===== config.mk =====
export PLATFORM = sky130hd
export DESIGN_NAME = ula_multiciclo
export DESIGN_NICKNAME = d
export VERILOG_FILES = /design/src/rtl/ula_pkg.sv /design/src/rtl/ula_mul_div.sv /design/src/rtl/ula_multiciclo.sv
export SDC_FILE = /design/constraint.sdc
export NUM_CORES = 1
export LEC_CHECK = 0
export ABC_AREA = 1
export ABC_CLOCK_PERIOD_IN_PS = 8400
export BUFFER_PORTS_ARGS = -buffer_cell sky130_fd_sc_hd__buf_2
export CAP_MARGIN = 5
export CORE_MARGIN = 2
export CORE_UTILIZATION = 40
export CTS_BUF_LIST = sky130_fd_sc_hd__clkbuf_4
export CTS_CLUSTER_DIAMETER = 30
export DETAILED_ROUTE_END_ITERATION = 16
export PLACE_DENSITY_LB_ADDON = 0.2
export REMOVE_ABC_BUFFERS = 1
export SLEW_MARGIN = 20
export SYNTH_ARGS = -nofsm -noshare
export SYNTH_HDL_FRONTEND = slang
export SYNTH_SLANG_ARGS = --single-unit

===== constraint.sdc =====
create_clock -name clk -period 8.4 [get_ports clk]
set_clock_uncertainty 0.15 [all_clocks]
set_input_delay 0.42 -clock clk [delete_from_list [all_inputs] [get_ports clk]]
set_output_delay 0.42 -clock clk [all_outputs]
set_load 0.02 [all_outputs]

===== src/rtl/ula_pkg.sv =====
// Opcodes and FSM states for ula_multiciclo, shared with the control unit.
// ULA_DIV_EN enables the iterative divider; without it opcode 100 is undefined.
package ula_pkg;

  localparam logic [2:0] ULA_AND = 3'b000;
  localparam logic [2:0] ULA_OR  = 3'b001;
  localparam logic [2:0] ULA_ADD = 3'b010;
  localparam logic [2:0] ULA_SUB = 3'b110;
  localparam logic [2:0] ULA_SLT = 3'b111;
  localparam logic [2:0] ULA_MUL = 3'b011;
  localparam logic [2:0] ULA_DIV = 3'b100;

  typedef enum logic [1:0] {
    ST_IDLE = 2'd0,
    ST_CALC = 2'd1,
    ST_DONE = 2'd2
  } ula_state_t;

  function automatic logic is_iterative(input logic [2:0] op);
`ifdef ULA_DIV_EN
    return (op == ULA_MUL) || (op == ULA_DIV);
`else
    return op == ULA_MUL;
`endif
  endfunction

endpackage


===== src/rtl/ula_mul_div.sv =====
// Shared one-bit-per-cycle engine: unsigned shift-add MUL and (with ULA_DIV_EN) restoring DIV.
// The first step is taken on the start edge, so done rises WIDTH-1 cycles later.
module ula_mul_div #(
  parameter int unsigned WIDTH = 8
) (
  input  logic             clk,
  input  logic             rst,
  input  logic             start,
  input  logic             is_div,
  input  logic [WIDTH-1:0] a,
  input  logic [WIDTH-1:0] b,
  output logic             done,
  output logic [WIDTH-1:0] lo,
  output logic [WIDTH-1:0] hi
);

  localparam int unsigned CW = $clog2(WIDTH);

  logic [WIDTH-1:0] acc_q, quo_q, b_q;
  logic [WIDTH-1:0] src_acc, src_q, src_b, acc_n, q_n;
  logic [WIDTH:0]   sum_m;
  logic [CW-1:0]    cnt_q;
  logic             busy_q;

`ifdef ULA_DIV_EN
  logic             div_q, src_div;
  logic [WIDTH:0]   sh_d, df_d;
`else
  logic             unused_div;
  assign unused_div = is_div;
`endif

  always_comb begin
    src_acc = start ? '0 : acc_q;
    src_q   = start ? a  : quo_q;
    src_b   = start ? b  : b_q;
    // MUL: conditional add, then shift {carry, acc, multiplier} right by one
    sum_m   = {1'b0, src_acc} + (src_q[0] ? {1'b0, src_b} : '0);
    acc_n   = sum_m[WIDTH:1];
    q_n     = {sum_m[0], src_q[WIDTH-1:1]};
`ifdef ULA_DIV_EN
    src_div = start ? is_div : div_q;
    sh_d    = {src_acc, src_q[WIDTH-1]};
    df_d    = sh_d - {1'b0, src_b};
    // divisor 0 never borrows: quotient fills with ones, remainder collects the dividend
    if (src_div) begin
      if (!df_d[WIDTH]) begin
        acc_n = df_d[WIDTH-1:0];
        q_n   = {src_q[WIDTH-2:0], 1'b1};
      end else begin
        acc_n = sh_d[WIDTH-1:0];
        q_n   = {src_q[WIDTH-2:0], 1'b0};
      end
    end
`endif
  end

  always_ff @(posedge clk) begin
    if (rst) begin
      acc_q  <= '0;
      quo_q  <= '0;
      b_q    <= '0;
      cnt_q  <= '0;
      busy_q <= 1'b0;
`ifdef ULA_DIV_EN
      div_q  <= 1'b0;
`endif
    end else if (start) begin
      acc_q  <= acc_n;
      quo_q  <= q_n;
      b_q    <= b;
      cnt_q  <= CW'(WIDTH - 1);
      busy_q <= 1'b1;
`ifdef ULA_DIV_EN
      div_q  <= is_div;
`endif
    end else if (busy_q) begin
      if (cnt_q != '0) begin
        acc_q <= acc_n;
        quo_q <= q_n;
        cnt_q <= cnt_q - CW'(1);
      end else begin
        busy_q <= 1'b0;
      end
    end
  end

  assign done = busy_q && (cnt_q == '0);
  assign lo   = quo_q;
  assign hi   = acc_q;

endmodule


===== src/rtl/ula_multiciclo.sv =====
// Multi-cycle ALU with valid/ready handshake, registered results and flags.
// Build with ULA_DIV_EN defined to enable iterative DIV (opcode 100).
module ula_multiciclo
  import ula_pkg::*;
#(
  parameter int unsigned WIDTH = 8
) (
  input  logic             clk,
  input  logic             rst,
  input  logic             in_valid,
  output logic             in_ready,
  input  logic [WIDTH-1:0] SrcA,
  input  logic [WIDTH-1:0] SrcB,
  input  logic [2:0]       ULAControl,
  output logic             out_valid,
  input  logic             out_ready,
  output logic [WIDTH-1:0] ULAResult,
  output logic [WIDTH-1:0] ULAResultHi,
  output logic             flagZ,
  output logic             flagV,
  output logic             op_err
);

  ula_state_t       state_q, state_n;
  logic             accept, start, md_done, divz_q;
  logic [WIDTH-1:0] md_lo, md_hi;
  logic [WIDTH-1:0] sum_w, dif_w, alu_res;
  logic             alu_v, alu_err;

  assign in_ready  = (state_q == ST_IDLE);
  assign out_valid = (state_q == ST_DONE);
  assign accept    = in_valid && in_ready;
  assign start     = accept && is_iterative(ULAControl);

  ula_mul_div #(.WIDTH(WIDTH)) u_mul_div (
    .clk    (clk),
    .rst    (rst),
    .start  (start),
    .is_div (ULAControl == ULA_DIV),
    .a      (SrcA),
    .b      (SrcB),
    .done   (md_done),
    .lo     (md_lo),
    .hi     (md_hi)
  );

  always_comb begin
    alu_res = '0;
    alu_v   = 1'b0;
    alu_err = 1'b0;
    sum_w   = SrcA + SrcB;
    dif_w   = SrcA - SrcB;
    case (ULAControl)
      ULA_AND: alu_res = SrcA & SrcB;
      ULA_OR:  alu_res = SrcA | SrcB;
      ULA_ADD: begin
        alu_res = sum_w;
        alu_v   = (SrcA[WIDTH-1] == SrcB[WIDTH-1]) && (sum_w[WIDTH-1] != SrcA[WIDTH-1]);
      end
      ULA_SUB: begin
        alu_res = dif_w;
        alu_v   = (SrcA[WIDTH-1] != SrcB[WIDTH-1]) && (dif_w[WIDTH-1] != SrcA[WIDTH-1]);
      end
      ULA_SLT: alu_res = {{(WIDTH-1){1'b0}}, SrcA < SrcB};
      default: alu_err = 1'b1;
    endcase
  end

  always_comb begin
    state_n = state_q;
    case (state_q)
      ST_IDLE: if (accept) state_n = start ? ST_CALC : ST_DONE;
      ST_CALC: if (md_done) state_n = ST_DONE;
      ST_DONE: if (out_ready) state_n = ST_IDLE;
      default: state_n = ST_IDLE;
    endcase
  end

  always_ff @(posedge clk) begin
    if (rst) state_q <= ST_IDLE;
    else     state_q <= state_n;
  end

  always_ff @(posedge clk) begin
    if (rst) begin
      ULAResult   <= '0;
      ULAResultHi <= '0;
      flagZ       <= 1'b0;
      flagV       <= 1'b0;
      op_err      <= 1'b0;
      divz_q      <= 1'b0;
    end else if (accept && !start) begin
      ULAResult   <= alu_res;
      ULAResultHi <= '0;
      flagZ       <= (alu_res == '0);
      flagV       <= alu_v;
      op_err      <= alu_err;
    end else if (start) begin
      divz_q      <= (ULAControl == ULA_DIV) && (SrcB == '0);
    end else if ((state_q == ST_CALC) && md_done) begin
      ULAResult   <= md_lo;
      ULAResultHi <= md_hi;
      flagZ       <= (md_lo == '0);
      flagV       <= 1'b0;
      op_err      <= divz_q;
    end
  end

endmodule


Yosys cells after proc, flatten, opt, wreduce, memory -nomap -nowiden

Cells that the tools add are included.

Logic and storage cells: 99
Input bits: 23
Register bits after elaboration: 50

Add/sub/neg operators: 4
Bitwise operators: 4
Equal/unequal tests: 16
Reductions and logical operators: 26
Mux-type cells: 36
Order comparisons: 1

Operators with widths:

| operator                                              | count |
|---|---|
| 2-to-1 mux 8 bit                                      | 13 |
| case mux 8 bit (5 select lines)                       | 1 |
| zero test 8 bit                                       | 3 |
| 2-to-1 mux 1 bit                                      | 13 |
| adder 8 x 9 -> 9 bit                                  | 1 |
| equality test 3 bit, second input constant            | 3 |
| 2-to-1 mux 3 bit                                      | 3 |
| adder 8 bit                                           | 1 |
| AND 8 bit                                             | 1 |
| logical AND 1 bit                                     | 8 |
| < comparator 8 bit                                    | 1 |
| 2-to-1 mux 2 bit                                      | 4 |
| bitwise OR 8 bit                                      | 1 |
| AND reduction 2 bit                                   | 4 |
| subtractor 8 bit                                      | 1 |
| equality test 3 x 2 -> 1 bit, second input constant   | 2 |
| zero test 3 bit                                       | 2 |
| inequality test 2 x 1 -> 1 bit, second input constant | 3 |
| case mux 2 bit (3 select lines)                       | 1 |
| nonzero test 2 bit                                    | 3 |
| OR reduction 5 bit                                    | 1 |
| equality test 3 x 1 -> 1 bit, second input constant   | 1 |
| inequality test 1 bit                                 | 3 |
| AND reduction 3 bit                                   | 1 |
| 11 further kinds                                      | 12 |

Depth between registers and ports, before layout

Gate-level depths: netlist of the first run.

Depth in word-level cells: 9
Gate-level depth with buffers: 20
Gate-level depth less buffers: 19

By module

A second synthesis of the first run with hierarchy kept.

Cell total of the unflattened synthesis: 560
Area, all modules: 3707.3 µm²

Modules (own cells, without submodules):

| module         | area each (µm²) | times used | cells an instance |
|---|---|---|---|
| ula_multiciclo | 2079.5          | 1          | 334 |
| ula_mul_div    | 1627.8          | 1          | 226 |

Least setup slack after synthesis of the first run

Ideal clock, no wire load.

Path kind: in2reg
Start: in ULAControl[0]
End: reg u_mul_div.acc_q[5] (netlist: u_mul_div.hi[5])
Arrival time: 2604 ps
Setup slack: 5536 ps
Stages on the path: 19
Library setup time: 110 ps
Cell sequence: inv_2 -> nor2_4 -> nand2_2 -> nor2_4 -> buf_2 -> nand2_1 -> o21ai_2 -> nor2_1 -> ha_1 -> fa_1 -> a21oi_1 -> o21ai_0 -> nand2_1 -> nand2_1 -> a21oi_1 -> or2_2 -> nand3_1 -> nand3_1 -> inv_1

Word-level cells in the longest chain between the ends: 8

RTL lines:

| element                                    | RTL line             | source |
|---|---|---|
| from (decl)                                | ula_multiciclo.sv:14 | `input logic [2:0] ULAControl,` |
| equality test 3 x 2 -> 1 bit (*)           | ula_pkg.sv:23        | `return op == ULA_MUL;` |
| logical AND 1 bit (*)                      | ula_multiciclo.sv:33 | `assign start = accept && is_iterative(ULAControl);` |
| 2-to-1 mux 8 bit, on equally long branches | -                    |  |
| 2-to-1 mux 8 bit                           | ula_mul_div.sv:38    | `sum_m = {1'b0, src_acc} + (src_q[0] ? {1'b0, src_b} : '0);` |
| adder 8 x 9 -> 9 bit                       | ula_mul_div.sv:38    |  |
| 2-to-1 mux 8 bit                           | ula_mul_div.sv:78    | `if (cnt_q != '0) begin` |
| 2-to-1 mux 8 bit                           | ula_mul_div.sv:77    | `end else if (busy_q) begin` |
| 2-to-1 mux 8 bit                           | ula_mul_div.sv:68    | `end else if (start) begin` |
| to (signal assigned)                       | ula_mul_div.sv:69    | `acc_q <= acc_n;` |
| to (signal assigned)                       | ula_mul_div.sv:79    | `acc_q <= acc_n;` |
| to (decl)                                  | ula_mul_div.sv:19    | `logic [WIDTH-1:0] acc_q, quo_q, b_q;` |

Mark *: on every way between the ends. The rest lies on a longest branch, timed or not. The select of a mux whose other input is x is not followed.
A chain may end at the register's enable or synchronous reset.

Worst setup path after layout of the first run

Start: reg state_q[0]
End: reg u_mul_div.acc_q[7] (netlist: u_mul_div.hi[7])

Word-level cells in the longest chain between the ends: 9

RTL lines:

| element                                    | RTL line             | source |
|---|---|---|
| from (decl)                                | ula_multiciclo.sv:24 | `ula_state_t state_q, state_n;` |
| from (signal assigned)                     | ula_multiciclo.sv:81 | `else state_q <= state_n;` |
| zero test 2 bit (*)                        | ula_multiciclo.sv:30 | `assign in_ready = (state_q == ST_IDLE);` |
| logical AND 1 bit (*)                      | ula_multiciclo.sv:32 | `assign accept = in_valid && in_ready;` |
| logical AND 1 bit (*)                      | ula_multiciclo.sv:33 |  |
| 2-to-1 mux 8 bit, on equally long branches | -                    |  |
| 2-to-1 mux 8 bit                           | ula_mul_div.sv:38    |  |
| adder 8 x 9 -> 9 bit                       | ula_mul_div.sv:38    |  |
| 2-to-1 mux 8 bit                           | ula_mul_div.sv:78    |  |
| 2-to-1 mux 8 bit                           | ula_mul_div.sv:77    |  |
| 2-to-1 mux 8 bit                           | ula_mul_div.sv:68    |  |

Marked as above.

==> results of run 1 <==
## per-stage QoR
step	total power (W)	hold slack [ns]
after floorplan	0.0003397	0.2663
after global placement	0.0003786	0.2844
after detailed placement	0.0003807	0.2849
after CTS	0.0004907	0.2032
after global routing	0.0005165	0.2263
final	0.0004874	0.2126
## final cells by class
cell class,instances,area (µm²)
Multi-Input combinational cell,402,2207
Timing Repair Buffer,43,215.2
Clock buffer,5,37.54
Inverter,87,326.6
Fill cell,960,4825
Clock inverter,3,16.27
Sequential cell,50,1001
Tap cell,108,135.1
## cells in the final DEF, fill, tap and decap left out, types with 3 or more instances in the layout
master,count
fa_1,3
nand4_1,3
nor2_1,77
nand3_1,43
inv_2,10
o21ai_0,48
dfxtp_1,50
nor3_1,3
clkbuf_4,5
ha_1,35
or2_2,4
nand2_2,4
inv_1,77
nor4_1,3
buf_2,43
nand2_1,117
a31oi_1,9
a21oi_1,30
nor2_4,4
## state kept, by name, summed over array words and instances, names as in the netlist
register / count
op_err: 1
flagV: 1
ULAResult: 8
u_mul_div.busy_q: 1
u_mul_div.b_q: 8
divz_q: 1
flagZ: 1
ULAResultHi: 8
state_q: 2
u_mul_div.hi: 8
u_mul_div.cnt_q: 3
u_mul_div.lo: 8
## worst max-delay path: cells and delay by family, from the launching register on
family          cells  cell delay [ns]
fa+ha+maj           2             0.62
compound gates      6             0.91
flops               1             0.37
simple gates        8             1.16
buf+inv             2             0.16
## power groups by stage
| stage | registers [W] | logic [W] | clock network [W] |
|---|---|---|---|
| after floorplan | 0.000258 | 0.0000813 | 0 |
| after global placement | 0.000255 | 0.000123 | 0 |
| after detailed placement | 0.000255 | 0.000125 | 0 |
| after CTS | 0.000250 | 0.000126 | 0.000114 |
| after global routing | 0.000251 | 0.000143 | 0.000122 |
| final | 0.000250 | 0.000127 | 0.000111 |
## worst min-delay path by stage
| stage | end | slack, ns | cells past startpoint |
|---|---|---|---|
| 2_1_floorplan | divz_q | 0.27 | 2 |
| 4_1_cts | u_mul_div.lo[3] | 0.20 | 3 |
| 3_3_place_gp | divz_q | 0.28 | 2 |
| 3_5_place_dp | divz_q | 0.28 | 2 |
| 5_1_grt | u_mul_div.lo[3] | 0.23 | 3 |
| 6_report | u_mul_div.lo[3] | 0.21 | 3 |
## layer usage
layer	vias to the layer above	share of wire (%)	track usage, %
met3	17	5.8	2.600
met2	86	46	34.93
met4	0	1.9	5.796
met5	-	0	0
li1	1833	-	-
met1	1665	46	26.41
## cells by family (layout without fill, tap and decap cells)
kind of cell / count (synthesis) / in the layout / share of synthesized area [%]
buf+inv: 103 / 138 / 11.49
compound gates: 98 / 98 / 14.91
simple gates: 264 / 264 / 31.76
flops: 50 / 50 / 27.61
xor+xnor: 2 / 2 / 0.4833
fa+ha+maj: 38 / 38 / 13.74
==> metrics.yaml, run 1 <==
wire_per_inst_um: 13.76
p_seq_share_pct: 51.3
r2r-start: "state_q[0]"
finalSetupTns_ns: 0
cts_resized: 0
setup.worst_path.end_class: "flop"
tightestPinTransition_ns: 0.6995
critPathRequiredTime_ns: 8.52
yosys-top-cells-area: "dfxtp_1 28%, nand2_1 12%, ha_1 12%, inv_1 8.0%, nor2_1 8.0%"
postCtsHoldBufs: 0
criticalPathCategory: "reg -> reg"
cts_tree: "built"
ys_seq_area_share_pct: 27.61
clockBufferDepth: 2
pwr_density_cell_mw_per_mm2: 123.7
p_switching_w: 0.0001698
pwr-share-comb_pct: 26.0
track_usage_pct: 20.20
rsz0062_at_grt: "no"
instances_no_fill: 698
dieArea_mm2: 0.009840
antenna_cells: 0
leakage_nw: 1.938
place_ws_ns: 4.817
routed_wl_um: 9602
cp_data_arrival_time_ns: 3.58
synth-seq-cells: 50
async_flop_share_pct: 0
cts-buffers-inserted: 5
cp_max_fo: 32
grt_max_degree: 34
vdd_drop_max_mv: 0.05086
yosysUniqueCellTypes: 38
synth_edf_count: 0
clk_pin_slew_ns: 0.15
die_h_um: 99.20
layout_setup_ws_ns: 4.943
vias: 3601
area_growth_pct: 8.664
row_count: 34
dp_hpwl_um: 7488
cts_sinks: 50
synth.largest_area_cell: "dfxtp_1"
grt_pass1_wl_um: 16160
grt_overflow_total: 0
p_int_w: 0.0003176
pwr-share-clk_pct: 22.7
hold_violations: 0
num-nets-final: 650
hold_start: "SrcA[4]"
slew_viol_final: 0
start_util_pct: 41.36
drive_above_1_share_pct: 13.56
swShare_pct: 34.84
slew_headroom_pct: 53.26
endpoint: "u_mul_div.hi[7]"
final_design_area_no_fill_mm2: 0.003939
setup_viol: 0
post-route-min-period_ns: 3.457
post-route-period-util_pct: 41.16
viasPerCell: 5.159
critical_path.max_stage_delay_ns: 0.54
rrSetupSlack_ns: 4.94
synth-main-ff-cell: "dfxtp_1"
drt-initial-drc-count: 182
dpl-instance-area_mm2: 0.003885
first_pass_iters: 6
dp_cells: 690
fmax_ghz: 0.2892
syn_area_mm2: 0.003625
ys_warn_count: 0
cp_slowest_cell: "nor2_4"
cp-start-kind: "flop"
routabilityCongestion: 0.9048
antenna_found_initial: 0
ios: 44
synth_cells: 555
drc_errors: 0
cap_violations: 0
post-cts-setup-buffers: 0
netlist_top_cells_count: "117 x nand2_1, 77 x inv_1, 77 x nor2_1"
reg2regPathDepth: 18
final_core_util_pct: 44.95
grt_pass1_vias: 3504
ant_nets: 0
outcome: "finished clean"
synth.most_common_cell: "nand2_1"
root_buffer: "clkbuf_4"
yosysTopAreaCellShare_pct: 27.61
clk-insertion-delay-late_ns: 0.37
port_buffers: 43
synth_area_per_cell_um2: 6.531
crit_start: "state_q[0]"
dieWidth_um: 99.20
min_path_type: "in -> reg"
cp_cell_sequence: "inv_2 -> nand2_2 -> nor2_4 -> inv_2 -> nor2_4 -> nand2_1 -> o21ai_2 -> nor2_1 -> ha_1 -> fa_1 -> a21oi_1 -> o21ai_0 -> nand2_1 -> nand2_1 -> a21oi_1 -> nor2_1 -> o21ai_0 -> a21oi_1"
cts_max_level: 2
r2r_end: "u_mul_div.hi[7]"
core-area_mm2: 0.008763
(Power assumes the default switching activity.)
==> run 2: changes to the inputs <==
- ABC_CLOCK_PERIOD_IN_PS: 8400 -> 3400
- clock period: 8.4 -> 3.4 ns (I/O delays scaled with it)
==> metrics.yaml, run 2 (synthesis gave the netlist of run 1 again) <==
drive_above_1_share_pct: 14.09
setup_viol: 0
antenna_found_initial: 0
cp_slowest_cell: "fa_1"
instances_no_fill: 704
row_count: 34
finalSetupTns_ns: 0
final_design_area_no_fill_mm2: 0.004020
area_growth_pct: 10.91
start_util_pct: 41.36
critPathRequiredTime_ns: 3.52
port_buffers: 43
clk_pin_slew_ns: 0.15
dieWidth_um: 99.20
rsz0062_at_grt: "no"
min_path_type: "in -> reg"
cp_max_fo: 9
outcome: "finished clean"
post-cts-setup-buffers: 0
routed_wl_um: 9485
post-route-period-util_pct: 89.09
grt_max_degree: 34
ios: 44
pwr-share-clk_pct: 28.3
dieArea_mm2: 0.009840
place_ws_ns: 0.3937
total_power_w: 0.001299
criticalPathCategory: "reg -> reg"
p_switching_w: 0.0004171
root_buffer: "clkbuf_4"
dpl-instance-area_mm2: 0.003908
ant_nets: 0
cp-start-kind: "flop"
cts_tree: "built"
layout_setup_ws_ns: 0.3711
pwr-share-comb_pct: 24.2
clockBufferDepth: 2
grt_overflow_total: 0
cts-buffers-inserted: 5
slew_viol_final: 0
die_h_um: 99.20
p_seq_share_pct: 47.6
swShare_pct: 32.10
cp_cell_sequence: "inv_2 -> nand2_2 -> nor2_4 -> inv_2 -> nor2_4 -> nand2_1 -> o21ai_2 -> nor2_1 -> ha_1 -> fa_1 -> a21oi_1 -> o21ai_0 -> nand2_1 -> nand2_1 -> a21oi_1 -> or2_2 -> nand3_1 -> nand3_1 -> inv_1"
cap_violations: 0
slew_headroom_pct: 56.61
tightestPinTransition_ns: 0.6509
hold_violations: 0
n_fill_cell: 924
antenna_cells: 0
track_usage_pct: 19.32
grt_pass1_vias: 3294
vdd_drop_max_mv: 0.1369
clk-insertion-delay-late_ns: 0.36
setup.worst_path.end_class: "flop"
viasPerCell: 5.071
post-route-min-period_ns: 3.029
core-area_mm2: 0.008763
fmax_ghz: 0.3302
p_int_w: 0.0008821
wire_per_inst_um: 13.47
drt-initial-drc-count: 174
worst_path_most_repeated_cell: "nand2_1"
pwr_density_cell_mw_per_mm2: 323.2
vias: 3570
num-nets-final: 656
cp_data_arrival_time_ns: 3.15
critical_path.max_stage_delay_ns: 0.40
dp_cells: 693
routabilityCongestion: 0.8961
first_pass_iters: 6
cts_resized: 0
grt_pass1_wl_um: 15520
leakage_nw: 1.984
cts_sinks: 50
postCtsHoldBufs: 3
layout_common_cells: "117 x nand2_1, 77 x inv_1, 77 x nor2_1, 50 x dfxtp_1, 48 x o21ai_0"
drc_errors: 0
final_common_cell: "nand2_1"
cts_max_level: 2
dp_hpwl_um: 7381
## run 2: changes by cell type in the layout (fill, tap and decap cells not counted), sizes merged
cell,delta
dlygate4sd3,+3
clkinv,-2
clkbuf,+2
bufinv,+1
buf,+3
clkinvlp,-1
## run 2: worst paths after layout
check	start	to	slack, ns	cells past startpoint
worst max-delay path	state_q[0]	u_mul_div.hi[5]	0.37	19
worst min-delay path	out_ready	state_q[1]	0.006	4
worst max register to register	state_q[0]	u_mul_div.hi[5]	0.37	19
worst min register to register	divz_q	divz_q	0.32	2
## run 2: per-layer routing
metal	global-route usage, %	share of wire, %	routed length (µm)	vias up
met2	32.07	46	4346	101
met1	27.28	48	4530	1614
met5	0	0	0	-
met4	3.161	0.46	44	0
li1	-	-	-	1847
met3	2.600	5.9	563	8
## run 2: metrics by stage
| stage | utilization (%) | hold slack (ns) |
|---|---|---|
| after floorplan | - | 0.08907 |
| after global placement | 44.59 | 0.2894 |
| after detailed placement | 44.59 | 0.2998 |
| after CTS | 45.87 | 0.001018 |
| after global routing | 45.87 | 0.05264 |
| final | 45.87 | 0.006210 |
## run 2: area by class of cell
class | count | area [µm²] | area share (%)
Clock inverter | 1 | 30.03 | 0.7470
Tap cell | 108 | 135.1 | 3.361
Clock buffer | 7 | 52.55 | 1.307
Multi-Input combinational cell | 402 | 2207 | 54.90
Sequential cell | 50 | 1001 | 24.90
Timing Repair Buffer | 49 | 267.8 | 6.660
Inverter | 87 | 326.6 | 8.123
## run 2: power by group through the flow
stage          combinational, W  sequential, W  clock [W]
2_1_floorplan          0.000201       0.000639          0
3_3_place_gp           0.000307       0.000630          0
3_5_place_dp           0.000309       0.000631          0
4_1_cts                0.000312       0.000618   0.000374
5_1_grt                0.000355       0.000621   0.000400
6_report               0.000314       0.000618   0.000367
## run 2: worst max-delay path, delay by kind of cell (launching register included)
kind                       cells  cell delay [ns]
buffers and inverters          3             0.19
AOI/OAI and AO/OA              4             0.62
adders and majority gates      2             0.62
and+or+nand+nor               10             0.99
DFF                            1             0.37
==> run 3: changes to the inputs <==
- HOLD_SLACK_MARGIN: not set -> 0.05
- PLACE_DENSITY_LB_ADDON: 0.2 -> not set
==> metrics.yaml, run 3 (synthesis gave the netlist of run 1 again) <==
drive_above_1_share_pct: 14.02
cap_violations: 0
vdd_drop_max_mv: 0.1491
multiInputGateArea_mm2: 0.002207
drt-initial-drc-count: 143
layout_setup_ws_ns: 0.4092
grt_overflow_total: 0
routed_wl_um: 9726
cts_sinks: 50
fin_hold_ws_ns: 0.06501
area_growth_pct: 11.74
port_buffers: 43
hold_violations: 0
cts_max_level: 2
core-area_mm2: 0.008763
n_fill_cell: 929
clockBufferDepth: 2
min_path_type: "in -> reg"
clk_pin_slew_ns: 0.15
setup_viol: 0
first_pass_iters: 5
post-route-period-util_pct: 87.96
finalSetupTns_ns: 0
row_count: 34
ant_nets: 0
cts-buffers-inserted: 5
dp_hpwl_um: 7625
tightestPinTransition_ns: 0.6292
outcome: "finished clean"
place_ws_ns: 0.4411
slew_viol_final: 0
total_power_w: 0.001286
final_design_area_no_fill_mm2: 0.004050
clk-insertion-delay-late_ns: 0.36
ios: 44
track_usage_pct: 20.08
criticalPathCategory: "reg -> reg"
num-nets-final: 659
critPathRequiredTime_ns: 3.53
pwr_density_cell_mw_per_mm2: 317.6
antenna_found_initial: 0
viasPerCell: 5.102
slew_headroom_pct: 58.06
setup.worst_path.end_class: "flop"
final_common_cell: "nand2_1"
cp_max_fo: 14
post-route-min-period_ns: 2.991
start_util_pct: 41.36
dpl-instance-area_mm2: 0.003908
dieWidth_um: 99.20
grt_pass1_wl_um: 16190
die_h_um: 99.20
root_buffer: "clkbuf_4"
cp_data_arrival_time_ns: 3.12
routabilityCongestion: 0.8936
vias: 3607
grt_pass1_vias: 3388
fmax_ghz: 0.3344
layout_common_cells: "117 x nand2_1, 77 x inv_1, 77 x nor2_1, 50 x dfxtp_1, 48 x o21ai_0"
cp-start-kind: "flop"
antenna_cells: 0
cts_tree: "built"
seq_area_mm2: 0.001001
grt_max_degree: 34
leakage_nw: 1.993
rsz0062_at_grt: "no"
dieArea_mm2: 0.009840
wire_per_inst_um: 13.76
drc_errors: 0
==> run 3: area by class of cell <==
type | count | share of cell area (%)
multi-input combinational | 402 | 54.50
clock inverter | 2 | 0.9268
sequential | 50 | 24.71
tap | 108 | 3.336
timing repair buffer | 52 | 7.353
clock buffer | 6 | 1.112
inverter | 87 | 8.063
==> run 3: repair_timing <==
action | 4_1_cts | 5_1_grt
hold buffers | 6 | 0
gates resized for setup | 0 | 0
setup buffers | 0 | 0
endpoints found under the hold margin | 6 | 0
==> run 3: per-layer routing <==
layer | vias to the layer above | routed length, µm | track usage [%]
met2 | 77 | 4595 | 34.36
met3 | 9 | 450 | 2.952
met4 | 0 | 112 | 4.426
met1 | 1664 | 4568 | 26.86
li1 | 1857 | - | -
met5 | - | 0 | 0
==> run 3: final timing paths <==
kind                                 start               to  slack [ns]  cells after the start
worst max-delay path            state_q[0]  u_mul_div.hi[5]        0.41                     19
worst max register to register  state_q[0]  u_mul_div.hi[5]        0.41                     19
worst min register to register      divz_q           divz_q        0.31                      2
worst min-delay path               SrcA[1]  u_mul_div.lo[0]        0.07                      3
==> run 3: worst max-delay path, cell delays in order (launching register included) <==
cell and delay, ns:
dfxtp_1 0.37, inv_2 0.09, nand2_2 0.08, nor2_4 0.10
inv_2 0.06, nor2_4 0.20, buf_4 0.23, nand2_1 0.06
o21ai_0 0.11, nor2_1 0.12, fa_1 0.44, a21oi_1 0.14
o21ai_0 0.13, nand2_1 0.08, nand2_1 0.05, a21oi_1 0.18
or2_2 0.14, nand3_1 0.05, nand3_1 0.07, inv_1 0.04
==> run 3: metrics by stage <==
step | cells | utilization, %
4_1_cts | 707 | 46.22
5_1_grt | 707 | 46.22
3_3_place_gp | 693 | 44.59
3_5_place_dp | 693 | 44.59
2_1_floorplan | 539 | -
6_report | 707 | 46.22
==> run 3: where the power goes <==
group	internal (W)	total (W)	switching, W
clock network	0.000163	0.000351	0.000187
logic	0.000106	0.000317	0.000211
registers	0.000606	0.000618	0.0000121
